File: config.mk
export PLATFORM = sky130hd
export DESIGN_NAME = uart_rx
export DESIGN_NICKNAME = d
export VERILOG_FILES = /design/src/rtl/uart_rx.sv
export SDC_FILE = /design/constraint.sdc
export NUM_CORES = 1
export LEC_CHECK = 0
export BUFFER_PORTS_ARGS = -buffer_cell sky130_fd_sc_hd__clkbuf_2
export CAP_MARGIN = 20
export CORE_MARGIN = 2
export CORE_UTILIZATION = 55
export CTS_CLUSTER_SIZE = 14
export DETAILED_ROUTE_END_ITERATION = 8
export PLACE_DENSITY = 0.86
export SLEW_MARGIN = 10
export SYNTH_ARGS = -nofsm -noshare
export SYNTH_HDL_FRONTEND = slang
export SYNTH_SLANG_ARGS = --single-unit
File: constraint.sdc
create_clock -name clk -period 2.3 [get_ports clk]
set_clock_uncertainty 0.1 [all_clocks]
set_input_delay 0.46 -clock clk [delete_from_list [all_inputs] [get_ports clk]]
set_output_delay 0.46 -clock clk [all_outputs]
set_load 0.05 [all_outputs]
File: src/rtl/uart_rx.sv
// 8N1 UART receiver: 2-flop synchroniser, mid-bit sampling FSM, valid/ready holding register.
// Framing errors and overruns are reported as single-cycle pulses.
module uart_rx #(
    parameter int unsigned CLKS_PER_BIT = 16
) (
    input  logic       clk,
    input  logic       rst_n,
    input  logic       rx_in,
    output logic [7:0] rx_data,
    output logic       rx_valid,
    input  logic       rx_ready,
    output logic       frame_err,
    output logic       overrun,
    output logic       busy
);
    localparam int unsigned HALF_BIT = CLKS_PER_BIT / 2;
    localparam int unsigned CntW     = $clog2(CLKS_PER_BIT);
    localparam logic [CntW-1:0] HalfLast = CntW'(HALF_BIT - 1);
    localparam logic [CntW-1:0] BitLast  = CntW'(CLKS_PER_BIT - 1);

    typedef enum logic [2:0] {
        StIdle     = 3'd0,
        StStart    = 3'd1,
        StData     = 3'd2,
        StStop     = 3'd3,
        StWaitHigh = 3'd4
    } state_e;

    state_e          state_q, state_d;
    logic            sync1_q, sync2_q;
    logic [CntW-1:0] cnt_q, cnt_d;
    logic [2:0]      bit_q, bit_d;
    logic [7:0]      shift_q, shift_d;
    logic [7:0]      data_q, data_d;
    logic            valid_q, valid_d;
    logic            fe_q, fe_d;
    logic            ov_q, ov_d;
    logic            deliver;
    logic            rx_s;

    assign rx_s = sync2_q;

    always_comb begin
        state_d = state_q;
        cnt_d   = cnt_q;
        bit_d   = bit_q;
        shift_d = shift_q;
        data_d  = data_q;
        valid_d = valid_q;
        fe_d    = 1'b0;
        ov_d    = 1'b0;
        deliver = 1'b0;

        if (valid_q && rx_ready) begin
            valid_d = 1'b0;
        end

        case (state_q)
            StIdle: begin
                cnt_d = '0;
                bit_d = '0;
                if (!rx_s) begin
                    state_d = StStart;
                end
            end
            StStart: begin
                if (cnt_q == HalfLast) begin
                    cnt_d   = '0;
                    // A high line at mid start bit is a glitch, not a frame.
                    state_d = rx_s ? StIdle : StData;
                end else begin
                    cnt_d = cnt_q + 1'b1;
                end
            end
            StData: begin
                if (cnt_q == BitLast) begin
                    cnt_d   = '0;
                    shift_d = {rx_s, shift_q[7:1]};
                    bit_d   = bit_q + 3'd1;
                    if (bit_q == 3'd7) begin
                        state_d = StStop;
                    end
                end else begin
                    cnt_d = cnt_q + 1'b1;
                end
            end
            StStop: begin
                if (cnt_q == BitLast) begin
                    cnt_d = '0;
                    if (rx_s) begin
                        deliver = 1'b1;
                        state_d = StIdle;
                    end else begin
                        fe_d    = 1'b1;
                        state_d = StWaitHigh;
                    end
                end else begin
                    cnt_d = cnt_q + 1'b1;
                end
            end
            StWaitHigh: begin
                cnt_d = '0;
                if (rx_s) begin
                    state_d = StIdle;
                end
            end
            default: begin
                cnt_d   = '0;
                state_d = StIdle;
            end
        endcase

        // A same-edge consume frees the holding register for the new byte.
        if (deliver) begin
            if (!valid_q || rx_ready) begin
                data_d  = shift_q;
                valid_d = 1'b1;
            end else begin
                ov_d = 1'b1;
            end
        end
    end

    always_ff @(posedge clk or negedge rst_n) begin
        if (!rst_n) begin
            sync1_q <= 1'b1;
            sync2_q <= 1'b1;
            state_q <= StIdle;
            cnt_q   <= '0;
            bit_q   <= '0;
            shift_q <= '0;
            data_q  <= '0;
            valid_q <= 1'b0;
            fe_q    <= 1'b0;
            ov_q    <= 1'b0;
        end else begin
            sync1_q <= rx_in;
            sync2_q <= sync1_q;
            state_q <= state_d;
            cnt_q   <= cnt_d;
            bit_q   <= bit_d;
            shift_q <= shift_d;
            data_q  <= data_d;
            valid_q <= valid_d;
            fe_q    <= fe_d;
            ov_q    <= ov_d;
        end
    end

    assign rx_data   = data_q;
    assign rx_valid  = valid_q;
    assign frame_err = fe_q;
    assign overrun   = ov_q;
    assign busy      = (state_q != StIdle);
endmodule

# ---- Yosys cells after proc, flatten, opt, wreduce, memory -nomap -nowiden
# Cells that the tools add are included.
dict set report totals {
  ff_bits 31
  wordCells 61
}
dict set report classes {
  n_addsub 2
  eq_ne 13
  n_mux 25
  n_reduce_logical 11
}
# op count
set ops {}
lappend ops {{$mux 3} 8}
lappend ops {{$pmux 3 s5} 1}
lappend ops {{$ne 2x2->1 const B} 6}
lappend ops {{$mux 1} 11}
lappend ops {{$mux 4} 2}
lappend ops {{$pmux 4 s2} 1}
lappend ops {{$eq 3x2->1 const B} 2}
lappend ops {{$eq 3x3->1 const B} 2}
lappend ops {{$pmux 3 s2} 1}
lappend ops {{$reduce_and 2->1} 3}
lappend ops {{$reduce_and 6->1} 1}
lappend ops {{$add 4x1->4 const B} 1}
lappend ops {{$eq 4x3->1 const B} 1}
lappend ops {{$eq 4x4->1 const B} 1}
lappend ops {{$add 3x1->3 const B} 1}
lappend ops {{$eq 3x1->1 const B} 1}
lappend ops {{$logic_not 3->1} 1}
lappend ops {{$reduce_bool 3->1} 1}
lappend ops {{$mux 2} 1}
lappend ops {{$reduce_bool 2->1} 1}
lappend ops {{$reduce_or 2->1} 1}
lappend ops {{$logic_and 1x1->1} 1}
lappend ops {{$logic_not 1->1} 1}
lappend ops {{$logic_or 1x1->1} 1}

# ---- Depth between registers and ports, before layout
# Gate-level depths: netlist (run 1).
dict set report depth {
  word_depth 4
  ltp_mapped 5
  depth_no_buf 5
}

# ---- Worst setup path before layout (run 1)
# OpenSTA, ideal clock, no wires.
dict set report synth_timing {
  kind {reg2out}
  start {reg state_q[1]}
  end {out busy}
  t_arrival_ns 1.169
  t_required_ns 1.740
  slack_ns 0.571
  stages_incl_launch_ff 3
  n_path_buf 1
  path_cell_list {dfrtp_1 buf_2 or3_1}
}
dict set report synth_between {
  elab_chain_cells 1
}
# element line
set synth_lines {}
lappend synth_lines {{start, declared} 29} ;# state_e state_q, state_d;
lappend synth_lines {{start signal, assigned} 128} ;# state_q <= StIdle;
lappend synth_lines {{start signal, assigned} 139} ;# state_q <= state_d;
lappend synth_lines {{$reduce_bool 3->1} 154} ;# assign busy = (state_q != StIdle);
lappend synth_lines {{end, declared} 14} ;# output logic busy
# No other way between the ends.

# ---- Worst setup path after layout (run 1)
# Ends and elaborated chain as after synthesis.

==> results by group, run 1 <==
Global routing
  – Total Routing Usage GR: 0.199
  – Vias in the first global route: slightly above 800
  – First-pass GRT wire length: 3750 um
  – Largest net degree at the start of global routing: 32
  – Grt ovf: 0
  – Antenna violations before repair: 0

Logic synthesis
  – Warning count from the yosys run: 0
  – Commonest cells in the netlist: 29 x dfrtp_1, 19 x mux2_2, 6 x nor2_1
  – Post-synth top area share: 0.546
  – Mapped Area: 1330 um2
  – Most common flop cell mapped by yosys: dfrtp_1
  – Post-synth cell types: 31
  – Mapped Cells: between 90 and 100
  – EDFF count, synth: 0
  – Top cells by area, synth: dfrtp_1 55%, mux2_2 16%, dfstp_2 4.0%
  – Syn Area/Cell: around 14 um2
  – Cell accounting for the most synthesized area: dfrtp_1
  – Seq/Total Area, Yosys: 0.586
  – Async S/R FF share, synth: 1.00
  – Seq cells post-synth: 31
  – Count leader, synth: dfrtp_1
  – Mapped Nets: 103

Setup path
  – R2R Path Start: cnt_q[0]
  – CP Buf/Inv Count: 1
  – Critical path cell sequence: or3_1 -> clkbuf_2
  – CP startpoint kind: flop
  – Crit path kind: reg2out
  – R2r setup slk: around 0.32 ns
  – WP data required: 1.74 ns
  – Reg-to-Reg End: rx_data[5]
  – CP max-delay cell: dfrtp_1
  – WP data arrival: ~1.6 ns
  – Delay-heaviest family, CP: flip-flops
  – CP peak stage delay: 0.55 ns
  – Worst setup EP type: output pin
  – Worst reg-to-reg path cell count: 4
  – Crit Path Max Fanout: 12

Drt
  – Initial DRC count: 10
  – Residual DRC: 0
  – Total number of vias: roughly 820
  – Post-Route WL: approximately 2300 um
  – First-pass DRT Iterations: 4
  – WL per Instance: between 15 and 20 um
  – ANT nets after route: 0
  – Vias/cell: roughly 5.8

Power and ir drop
  – Pwr Total: around 1500 uW
  – VDD IR-drop max: 0.791 mV
  – PwrDens: 1020 nW/um2
  – Leakage power: between 0.0007 and 0.0008 uW

Place
  – Port Buf Inserts: 15
  – Placer Congestion: 0.774
  – Pre-CTS WS: 0.310 ns
  – DP HPWL: about 1500 um

Clock network
  – Post-cts resize count: 0
  – CTS tree: built
  – CTS max path bufs: 2
  – Worst skew pair latency: between 0.3 and 0.4 ns
  – Post-CTS Setup Repair Bufs: 0
  – Root Buffer: clkbuf_4
  – Inserted Clock Buffers: 5
  – # hold bufs at CTS: 0
  – H-tree depth: 2
  – CTS sink count: 31
  – Clock Pin Slew Worst Setup and Hold Paths: around 0.10 ns

Flow run
  – MaxCap Viol Count: 0

Cells and area
  – Layout area overhead: 11.5%
  – Multi-input gate area: between 500 and 600 um2
  – Diodes inserted: 0
  – Layout cells sized above 1: 0.421
  – # nets final: between 100 and 150
  – FF/Latch Area: 778 um2
  – Fillcell total: 192

Floorplanning
  – Chip width: between 50 and 60 um
  – Die height: approximately 53 um
  – Initial Utilization: 0.589
  – IO Count: 16
  – Die area: 2820 um2
  – Core footprint: 2250 um2
  – Site Rows: 17

STA
  – Unrepaired setup endpoints after global routing: false
  – Worst slew margin: 0.495
  – Fmax: about 470 MHz
  – Final setup violation count: 0
  – TNS Setup: 0 ns
  – Final worst setup slack: between 0.15 and 0.2 ns
  – Post-layout min period: ~2.1 ns
  – Final critical-path share of the clock period: 0.917
  – Final slew viol count: 0
  – Endpoints failing hold: 0
  – Worst Max-Slew Pin Slew: approximately 0.76 ns

Hold path
  – Hold/Removal Path Class: in2async

Run status
  – Status: completed
-- kinds of logic (layout without fill, tap and decap cells) --
| kind of cell | count (synthesis) | after routing | share of synthesized area |
|---|---|---|---|
| adders and majority gates | 3 | 3 | 0.0283 |
| muxes | 19 | 19 | 0.161 |
| xor gates and xnor gates | 3 | 3 | 0.0198 |
| buffers and inverters | 6 | 24 | 0.0254 |
| AOI/OAI and AO/OA | 9 | 9 | 0.0527 |
| DFF | 31 | 31 | 0.586 |
| and+or+nand+nor | 25 | 25 | 0.127 |
-- metal layers --
layer	global-route usage	up-vias	wire length, um
met1	0.220	417	946
met5	0	-	0
met4	0.128	0	65
li1	-	376	-
met3	0.0593	5	83
met2	0.331	19	1180
-- cell usage in the layout (no fill, tap or decap), drive strengths merged, types with 2 or more instances in the layout --
cell and instances:
and3 2, dfrtp 29, a21oi 2, nor2 7, dfstp 2, nor3 2
a22o 3, mux2 19, xnor2 2, nand3 2, ha 3, clkbuf 22
a211oi 2, nor3b 3, nand4 2, nand2 2
-- state kept, by name (all words and copies together) (netlist names) --
register,flops
bit_q,3
cnt_q,4
frame_err,1
overrun,1
rx_data,8
rx_s,1
rx_valid,1
shift_q,8
state_q,3
sync1_q,1
-- worst reg2reg max path: stages, from the launching register on --
cell,delay (ns)
dfrtp_1,0.39
ha_1,0.30
nand4_4,0.16
and4b_1,0.54
mux2_2,0.39
-- power breakdown --
| group | switching, uW | total, uW | internal [uW] | leakage [uW] |
|---|---|---|---|---|
| combinational | 200 | 384 | 184 | 0.000298 |
| clock | 186 | 364 | 179 | 0.0000375 |
| sequential | 130 | 761 | 631 | 0.000404 |
| total | 515 | 1510 | 994 | 0.000739 |
-- how the worst max path moves through the flow --
stage	start	end	cells past startpoint
floorplan	state_q[1]	busy	2
global placement	cnt_q[0]	rx_data[5]	4
detailed placement	cnt_q[0]	rx_data[5]	4
CTS	state_q[1]	busy	2
global route	state_q[1]	busy	2
finish	state_q[1]	busy	2
-- final cells by class --
| class | count | area share |
|---|---|---|
| Clock buffer | 7 | 0.0439 |
| Clock inverter | 1 | 0.00507 |
| Sequential cell | 31 | 0.525 |
| Multi-Input combinational cell | 59 | 0.349 |
| Timing Repair Buffer | 15 | 0.0507 |
| Tap cell | 28 | 0.0236 |
| Inverter | 1 | 0.00253 |
-- stage by stage --
step | hold WS [ns] | utilization | cells | instance area [um2]
final | 0.0837 | 0.657 | 142 | 1480
after detailed placement | 0.249 | 0.625 | 134 | 1410
after global routing | 0.0835 | 0.657 | 142 | 1480
after CTS | 0.0913 | 0.657 | 142 | 1480
after global placement | 0.246 | 0.625 | 134 | 1410
after floorplan | 0.0644 | - | 96 | 1330
Power figures use the tool's default switching activity.
==> inputs of run 2 (changes only) <==
--- a/config.mk
+++ b/config.mk
@@ -5,14 +5,15 @@
 export SDC_FILE = /design/constraint.sdc
 export NUM_CORES = 1
 export LEC_CHECK = 0
+export ABC_AREA = 1
 export BUFFER_PORTS_ARGS = -buffer_cell sky130_fd_sc_hd__clkbuf_2
 export CAP_MARGIN = 20
 export CORE_MARGIN = 2
 export CORE_UTILIZATION = 55
 export CTS_CLUSTER_SIZE = 14
 export DETAILED_ROUTE_END_ITERATION = 8
-export PLACE_DENSITY = 0.86
-export SLEW_MARGIN = 10
+export PLACE_DENSITY = 0.74
+export SLEW_MARGIN = 40
 export SYNTH_ARGS = -nofsm -noshare
 export SYNTH_HDL_FRONTEND = slang
 export SYNTH_SLANG_ARGS = --single-unit
==> results by group, run 2 <==
Run status
  – Status: completed

Floorplanning
  – Initial Utilization: 0.573
  – Die height: 54.3 um
  – Die area: around 3000 um2
  – Chip width: 54.3 um
  – IO Count: 16
  – Core footprint: 2430 um2
  – Site Rows: 18

Logic synthesis
  – Async S/R FF share, synth: 1.00
  – Warning count from the yosys run: 0
  – Commonest cells in the netlist: 35 x nand2_1, 29 x dfrtp_1, 22 x inv_1, 14 x nor2_1, 11 x o21ai_0
  – Syn Area/Cell: between 9 and 10 um2
  – Top cells by area, synth: dfrtp_1 52%, nand2_1 9.4%, inv_1 5.9%
  – Count leader, synth: nand2_1
  – Cell accounting for the most synthesized area: dfrtp_1
  – Post-synth top area share: 0.521
  – Seq/Total Area, Yosys: 0.558
  – Mapped Cells: between 100 and 150
  – Seq cells post-synth: 31
  – Mapped Nets: 155
  – Most common flop cell mapped by yosys: dfrtp_1
  – EDFF count, synth: 0
  – Mapped Area: 1390 um2
  – Post-synth cell types: 22

Flow run
  – MaxCap Viol Count: 0

Clock network
  – Post-cts resize count: 0
  – Inserted Clock Buffers: 5
  – Clock Pin Slew Worst Setup and Hold Paths: ~0.090 ns
  – H-tree depth: 2
  – # hold bufs at CTS: 0
  – Post-CTS Setup Repair Bufs: 0
  – Root Buffer: clkbuf_4
  – CTS tree: built
  – Worst skew pair latency: ~0.32 ns
  – CTS sink count: 31
  – CTS max path bufs: 2

Cells and area
  – Layout Cells excl Fill: slightly below 200
  – # nets final: approximately 170
  – Layout area overhead: 11.3%
  – Diodes inserted: 0
  – Most common cell after layout, fill and taps aside: nand2_1
  – Most frequent cells in the layout: 35 x nand2_1, 29 x dfrtp_1, 22 x inv_1
  – Layout cells sized above 1: 0.232

Setup path
  – WP data arrival: between 1 and 1.5 ns
  – Critical path cell sequence: nor2_4 -> nand2_1 -> clkbuf_2
  – Worst setup EP type: output pin
  – Crit path kind: reg2out
  – CP peak stage delay: between 0.4 and 0.5 ns
  – Worst reg-to-reg path cell count: 6
  – WP data required: roughly 1.7 ns
  – R2r setup slk: 0.73 ns
  – Crit Path Max Fanout: 6
  – CP startpoint kind: flop
  – CP max-delay cell: dfrtp_1
  – Reg-to-Reg End: rx_data[3]
  – R2R Path Start: cnt_q[0]
  – Levels on crit path: 3
  – CP Buf/Inv Count: 1
  – Delay-heaviest family, CP: flip-flops

STA
  – Final critical-path share of the clock period: 0.794
  – Worst Max-Slew Pin Slew: 0.672 ns
  – Endpoints failing hold: 0
  – Fmax: 548 MHz
  – Post-layout min period: between 1.5 and 2 ns
  – TNS Setup: 0 ns
  – Unrepaired setup endpoints after global routing: false
  – Worst slew margin: 0.552
  – Final setup violation count: 0
  – Final slew viol count: 0

Drt
  – Initial DRC count: 23
  – Vias/cell: roughly 5.0
  – Post-Route WL: about 2200 um
  – First-pass DRT Iterations: 4
  – ANT nets after route: 0
  – Residual DRC: 0
  – WL per Instance: 11.2 um
  – Total number of vias: 989

Power and ir drop
  – VDD IR-drop max: between 0.5 and 0.6 mV
  – PwrDens: between 800 and 900 nW/um2
  – Leakage power: just over 0.0008 uW

Place
  – Port Buf Inserts: 15
  – Placer Congestion: approximately 0.85
  – DP HPWL: ~1600 um
  – Placed cell count: 190

Global routing
  – Largest net degree at the start of global routing: 32
  – Vias in the first global route: between 900 and 1000
  – Total Routing Usage GR: 0.191
  – First-pass GRT wire length: 3870 um
  – Grt ovf: 0
  – Antenna violations before repair: 0

Hold path
  – Hold/Removal Path Class: in2async
run 2: how the worst max path moves through the flow:
stage / start / end
5_1_grt: state_q[0] / busy
4_1_cts: state_q[0] / busy
3_3_place_gp: cnt_q[0] / rx_data[2]
3_5_place_dp: cnt_q[0] / rx_data[3]
6_report: state_q[0] / busy
2_1_floorplan: cnt_q[0] / rx_data[6]
run 2: routing by layer:
metal / track usage / up-vias / part of all wire
met5: 0 / - / 0
met4: 0.0958 / 0 / 0.020
met3: 0.0738 / 7 / 0.036
met2: 0.289 / 13 / 0.47
met1: 0.238 / 467 / 0.47
li1: - / 502 / -
run 2: cell families after synthesis:
family | count (synthesis) | share of synthesized area
buf+inv | 25 | 0.0763
compound gates | 23 | 0.110
simple gates | 65 | 0.222
flops | 31 | 0.558
fa+ha+maj | 3 | 0.0269
xor+xnor | 1 | 0.00628
run 2: power by group:
part / internal [uW] / switching (uW) / total [uW] / leakage, uW
clock: 180 / 170 / 350 / 0.0000386
combinational: 111 / 220 / 331 / 0.000350
sequential: 592 / 60.3 / 653 / 0.000419
run 2: area by class of cell:
type	count	area, um2
fillers	211	881
flip-flops and latches	31	778
multi-input cells	92	509
inverters	22	82.6
repair buffers	15	75.1
clock buffers	8	68.8
well taps	30	37.5
run 2: worst register-to-register path: stages (launching register included):
cell     delay (ns)
dfrtp_1        0.38
ha_1           0.24
nand3_4        0.16
nor3_4         0.24
nand2_4        0.18
nand2_1        0.12
o21ai_2        0.05
run 2: through the flow:
step | worst slack, ns | util | power, uW | cell area (um2) | hold WS (ns)
floorplan | 0.799 | - | 924 | 1390 | 0.0644
global placement | 0.779 | 0.610 | 985 | 1480 | 0.246
detailed placement | 0.728 | 0.610 | 996 | 1480 | 0.248
CTS | 0.462 | 0.638 | 1350 | 1550 | 0.100
global route | 0.401 | 0.638 | 1440 | 1550 | 0.0928
finish | 0.475 | 0.638 | 1330 | 1550 | 0.0608
